### config.mk
export PLATFORM = sky130hd
export DESIGN_NAME = mips_multicycle_ctrl
export DESIGN_NICKNAME = d
export VERILOG_FILES = /design/src/rtl/mips_multicycle_ctrl.sv
export SDC_FILE = /design/constraint.sdc
export NUM_CORES = 1
export LEC_CHECK = 0
export CAP_MARGIN = 15
export CORE_MARGIN = 2
export CORE_UTILIZATION = 33
export CTS_CLUSTER_DIAMETER = 100
export CTS_CLUSTER_SIZE = 8
export DETAILED_ROUTE_END_ITERATION = 16
export GPL_TIMING_DRIVEN = 0
export PLACE_DENSITY = 0.83
export SLEW_MARGIN = 40
export SYNTH_ARGS = -nofsm -noshare
export SYNTH_HDL_FRONTEND = slang
export SYNTH_SLANG_ARGS = --single-unit
export TNS_END_PERCENT = 100
### constraint.sdc
create_clock -name clk -period 1.25 [get_ports clk]
set_input_delay 0.25 -clock clk [delete_from_list [all_inputs] [get_ports clk]]
set_output_delay 0.25 -clock clk [all_outputs]
set_load 0.005 [all_outputs]
### src/rtl/mips_multicycle_ctrl.sv
// Main control FSM for the multi-cycle MIPS datapath: sequences PC, IR, memory,
// register file and ALU selects from the opcode and a single memory-ready handshake.
module mips_multicycle_ctrl #(
  parameter logic [3:0] RESET_STATE = 4'd0
) (
  input  logic       clk,
  input  logic       rst,
  input  logic [5:0] opcode,
  input  logic       mem_ready,
  output logic       pc_write,
  output logic       branch,
  output logic       iord,
  output logic       mem_write,
  output logic       ir_write,
  output logic       reg_dst,
  output logic       mem_to_reg,
  output logic       reg_write,
  output logic       alu_src_a,
  output logic [1:0] alu_src_b,
  output logic [1:0] pc_src,
  output logic [1:0] alu_op,
  output logic       instr_done,
  output logic       illegal_op,
  output logic [3:0] state
);

  typedef enum logic [3:0] {
    StFetch  = 4'd0,
    StDecode = 4'd1,
    StMemAdr = 4'd2,
    StMemRd  = 4'd3,
    StMemWb  = 4'd4,
    StMemWr  = 4'd5,
    StExec   = 4'd6,
    StAluWb  = 4'd7,
    StBranch = 4'd8,
    StAddiEx = 4'd9,
    StAddiWb = 4'd10,
    StJump   = 4'd11
  } state_e;

  localparam logic [5:0] OpRtype = 6'b000000;
  localparam logic [5:0] OpLw    = 6'b100011;
  localparam logic [5:0] OpSw    = 6'b101011;
  localparam logic [5:0] OpBeq   = 6'b000100;
  localparam logic [5:0] OpAddi  = 6'b001000;
  localparam logic [5:0] OpJ     = 6'b000010;

  state_e state_q, state_d;
  logic   op_illegal;

  // Opcode is only meaningful in DECODE; elsewhere the flag is masked below.
  always_comb begin
    op_illegal = 1'b0;
    unique case (opcode)
      OpRtype, OpLw, OpSw, OpBeq, OpAddi, OpJ: op_illegal = 1'b0;
      default:                                 op_illegal = 1'b1;
    endcase
  end

  always_comb begin
    state_d = state_q;
    case (state_q)
      StFetch:  state_d = mem_ready ? StDecode : StFetch;
      StDecode: begin
        case (opcode)
          OpLw, OpSw: state_d = StMemAdr;
          OpRtype:    state_d = StExec;
          OpBeq:      state_d = StBranch;
          OpAddi:     state_d = StAddiEx;
          OpJ:        state_d = StJump;
          default:    state_d = StFetch;
        endcase
      end
      StMemAdr: state_d = (opcode == OpSw) ? StMemWr : StMemRd;
      StMemRd:  state_d = mem_ready ? StMemWb : StMemRd;
      StMemWr:  state_d = mem_ready ? StFetch : StMemWr;
      StExec:   state_d = StAluWb;
      StAddiEx: state_d = StAddiWb;
      StMemWb, StAluWb, StAddiWb, StBranch, StJump: state_d = StFetch;
      default:  state_d = StFetch;
    endcase
  end

  always_ff @(posedge clk) begin
    if (rst) begin
      state_q <= state_e'(RESET_STATE);
    end else begin
      state_q <= state_d;
    end
  end

  logic pc_write_raw, branch_raw, mem_write_raw, ir_write_raw, reg_write_raw;
  logic instr_done_raw, illegal_raw;

  always_comb begin
    pc_write_raw   = 1'b0;
    branch_raw     = 1'b0;
    mem_write_raw  = 1'b0;
    ir_write_raw   = 1'b0;
    reg_write_raw  = 1'b0;
    instr_done_raw = 1'b0;
    illegal_raw    = 1'b0;
    iord           = 1'b0;
    reg_dst        = 1'b0;
    mem_to_reg     = 1'b0;
    alu_src_a      = 1'b0;
    alu_src_b      = 2'b00;
    pc_src         = 2'b00;
    alu_op         = 2'b00;
    case (state_q)
      StFetch: begin
        alu_src_b    = 2'b01;
        alu_op       = 2'b00;
        ir_write_raw = mem_ready;
        pc_write_raw = mem_ready;
      end
      StDecode: begin
        alu_src_b   = 2'b11;
        illegal_raw = op_illegal;
      end
      StMemAdr: begin
        alu_src_a = 1'b1;
        alu_src_b = 2'b10;
      end
      StMemRd: iord = 1'b1;
      StMemWb: begin
        mem_to_reg     = 1'b1;
        reg_write_raw  = 1'b1;
        instr_done_raw = 1'b1;
      end
      StMemWr: begin
        iord           = 1'b1;
        mem_write_raw  = 1'b1;
        instr_done_raw = mem_ready;
      end
      StExec: begin
        alu_src_a = 1'b1;
        alu_op    = 2'b10;
      end
      StAluWb: begin
        reg_dst        = 1'b1;
        reg_write_raw  = 1'b1;
        instr_done_raw = 1'b1;
      end
      StBranch: begin
        alu_src_a      = 1'b1;
        alu_op         = 2'b01;
        pc_src         = 2'b01;
        branch_raw     = 1'b1;
        instr_done_raw = 1'b1;
      end
      StAddiEx: begin
        alu_src_a = 1'b1;
        alu_src_b = 2'b10;
      end
      StAddiWb: begin
        reg_write_raw  = 1'b1;
        instr_done_raw = 1'b1;
      end
      StJump: begin
        pc_src         = 2'b10;
        pc_write_raw   = 1'b1;
        instr_done_raw = 1'b1;
      end
      default: ;
    endcase
  end

  // Reset masks every side effect immediately, even mid-instruction.
  assign pc_write   = pc_write_raw & ~rst;
  assign branch     = branch_raw & ~rst;
  assign mem_write  = mem_write_raw & ~rst;
  assign ir_write   = ir_write_raw & ~rst;
  assign reg_write  = reg_write_raw & ~rst;
  assign instr_done = instr_done_raw & ~rst;
  assign illegal_op = illegal_raw & ~rst;
  assign state      = state_q;

endmodule

==> run metrics <==
status=finished, violations left; failing checks=setup timing; worst-path cell chain=buf_6, nand2b_4, buf_12, buf_6, nor3_4, buf_4, buf_6; Final Slew Violations=0; DP Wirelength=1191 um; htree depth=1; Setup crit end=pc_src[0]; Worst R2R Path Depth=4; I/O Buffers=28; vias=910; Critical path origin=state[3]; Post-Syn Area per Cell=6.971 um^2; Die W=44.33 um; routed length per placed instance=17.83 um; synthesis-to-finish area growth=134.0%; Setup-failing EPs final=21; Slew @ Worst Pin=between 0.5 and 0.6 ns; Synth Warn #=0; Hold Path Origin=opcode[3]; final worst slack=-0.3237 ns; CTS tree=done; async set-reset flop share out of synthesis=0%; initial DRC count=36; core area=0.001524 mm^2; Post-synth EDFFs=0; CP Class=flip-flop to output port; Tcrit/Tclk final=125.9%; CTS Sinks=4; Final Core Density=82.43%; CTS Buf Count=3; crit path DAT=1.32 ns; final setup skew=0.004082 ns; overall power=497.8 uW; Post-Synthesis Cells=77; Clk Latency, worst-skew pair=0.23 ns; slew margin rel.=60.24%; Seq/Total Area, Yosys=14.92%; DRT Pass-1 Iters=4; Bufs and invs on worst path=5; Max Cap Violations=0; top-count cell post-synth=nor2_1; GRT Overall Usage=26.22%; area leader, netlist=dfxtp_1; Slowest-stage cell, CP=dfxtp_2; Unique masters post-synth=35; vias in the first global route=848; GPL Wtd Cong=0.9150; number of remaining DRC errors=0; final net count=147; Starting Density=35.22%; critical path's top delay family=buffers and inverters; Synth top cells by count=nor2_1 (9), nor3_1 (7), a21oi_1 (6); layout cells sized above 1=about two thirds; RR Startpoint=state[0]; CP dominant cell by count=buf_6; largest net degree at the start of global routing=11; first-pass GRT wire length=3781 um; Post-Route WL=2710 um; synth top area cells=dfxtp_1 (15%), nor3_1 (6.5%), nor2_1 (6.3%); commonest register cell after synthesis=dfxtp_1; antenna violations before repair=0; Via density=about 6; Final Hold Fails=0; root buf cell=clkbuf_4; r2r endpoint=state[3]; Die Span Y=44.33 um; Longest Clk Path Bufs=2; CP Depth=7; Worst-path clk slew=0.04 ns; minimum clock period=1.574 ns; Peak Freq=635.5 MHz; die area=roughly 0.002 mm^2; setup_tns=-4.520 ns; total grt overflow=0; RSZ-0062 raised after global routing=true; Syn Nets=86; Seq cells post-synth=4; Place WS=-0.8762 ns; boundary pin count=30; R2R Setup Slk=-0.22 ns; peak supply drop=0.4540 mV; cts hold-fix bufs=0; max reg flops=4; Worst setup EP type=output port; power per cell area=396.3 mW/mm^2; Setup crit start kind=flip-flop; Synth Cell Area=536.8 um^2; Yosys top cell area share=14.92%; row count=14; worst hold path type=input port to flip-flop; diode count=0; CP max FO=6; Crit path largest cell delay=0.32 ns; Post-DRT Antenna Nets=0; WP data required=1.00 ns; P_leak=0.0005394 uW
[layer usage]
metal	wire, um	track usage (%)	vias up
li1	-	-	410
met1	894	26.67	417
met3	218	4.082	19
met4	190	17.58	0
met2	1406	48.53	64
met5	0	0	-
[layout by cell type, fill, tap and decap left out, types with 2 or more instances in the layout]
| cell type | n |
|---|---|
| dlygate4sd2_1 | 6 |
| buf_2 | 15 |
| buf_6 | 14 |
| clkdlybuf4s15_1 | 3 |
| o21ai_1 | 2 |
| nor2b_2 | 3 |
| nand2b_4 | 4 |
| buf_4 | 19 |
| a21oi_2 | 2 |
| dfxtp_4 | 3 |
| a21oi_1 | 3 |
| nor2_1 | 5 |
| nor2_4 | 4 |
| nor3_4 | 3 |
| buf_8 | 2 |
| o21ai_0 | 2 |
| nor3_1 | 2 |
| a21o_1 | 2 |
| clkbuf_4 | 3 |
| nor3_2 | 2 |
[worst register-to-register path, delay by kind of cell (launching register included)]
kind	cells	cell delay [ns]
AO/OA/AOI/OAI	1	0.55
flip-flops	1	0.37
buffers and inverters	2	0.29
AND/OR/NAND/NOR	1	0.09
[cell families (layout without fill, tap and decap cells)]
group           Yosys count  after routing  synth area share [%]
buf+inv                   9             68                 9.788
compound gates           23             23                 28.67
flops                     4              4                 14.92
mux                       1              1                 1.865
xor+xnor                  3              3                 4.896
simple gates             37             37                 39.86
[power by group]
| group | switching (uW) | internal, uW | total, uW |
|---|---|---|---|
| clock | 52.7 | 107 | 160 |
| combinational | 101 | 105 | 206 |
| sequential | 5.19 | 127 | 132 |
[metrics by stage]
step	hold slack (ns)	cells	area, um^2
5_1_grt	0.3738	152	1256
4_1_cts	0.3534	147	1125
3_3_place_gp	0.6038	121	864.6
6_report	0.3682	152	1256
3_5_place_dp	0.5963	121	864.6
2_1_floorplan	0.3397	77	564.3
[area by class of cell]
cell class	count	area (um^2)
inverter	3	18.77
multi-input combinational	64	578.1
timing repair buffer	56	456.7
tap	16	20.02
sequential	4	92.59
fill	87	267.8
buffer	6	67.56
clock buffer	3	22.52
[how the worst min path moves through the flow]
| stage | endpoint | slack (ns) | cells past startpoint |
|---|---|---|---|
| 4_1_cts | state[2] | 0.35 | 3 |
| 3_5_place_dp | state[2] | 0.60 | 3 |
| 6_report | state[2] | 0.37 | 3 |
| 5_1_grt | state[2] | 0.37 | 3 |
| 3_3_place_gp | state[2] | 0.60 | 3 |
| 2_1_floorplan | state[3] | 0.34 | 1 |
[timing repair]
item	CTS	global route
setup buffers	23	7
resized for setup	127	25
setup endpoints to repair	25	23
pin swaps	14	11
No activity file was read; power rests on OpenSTA's default activity.
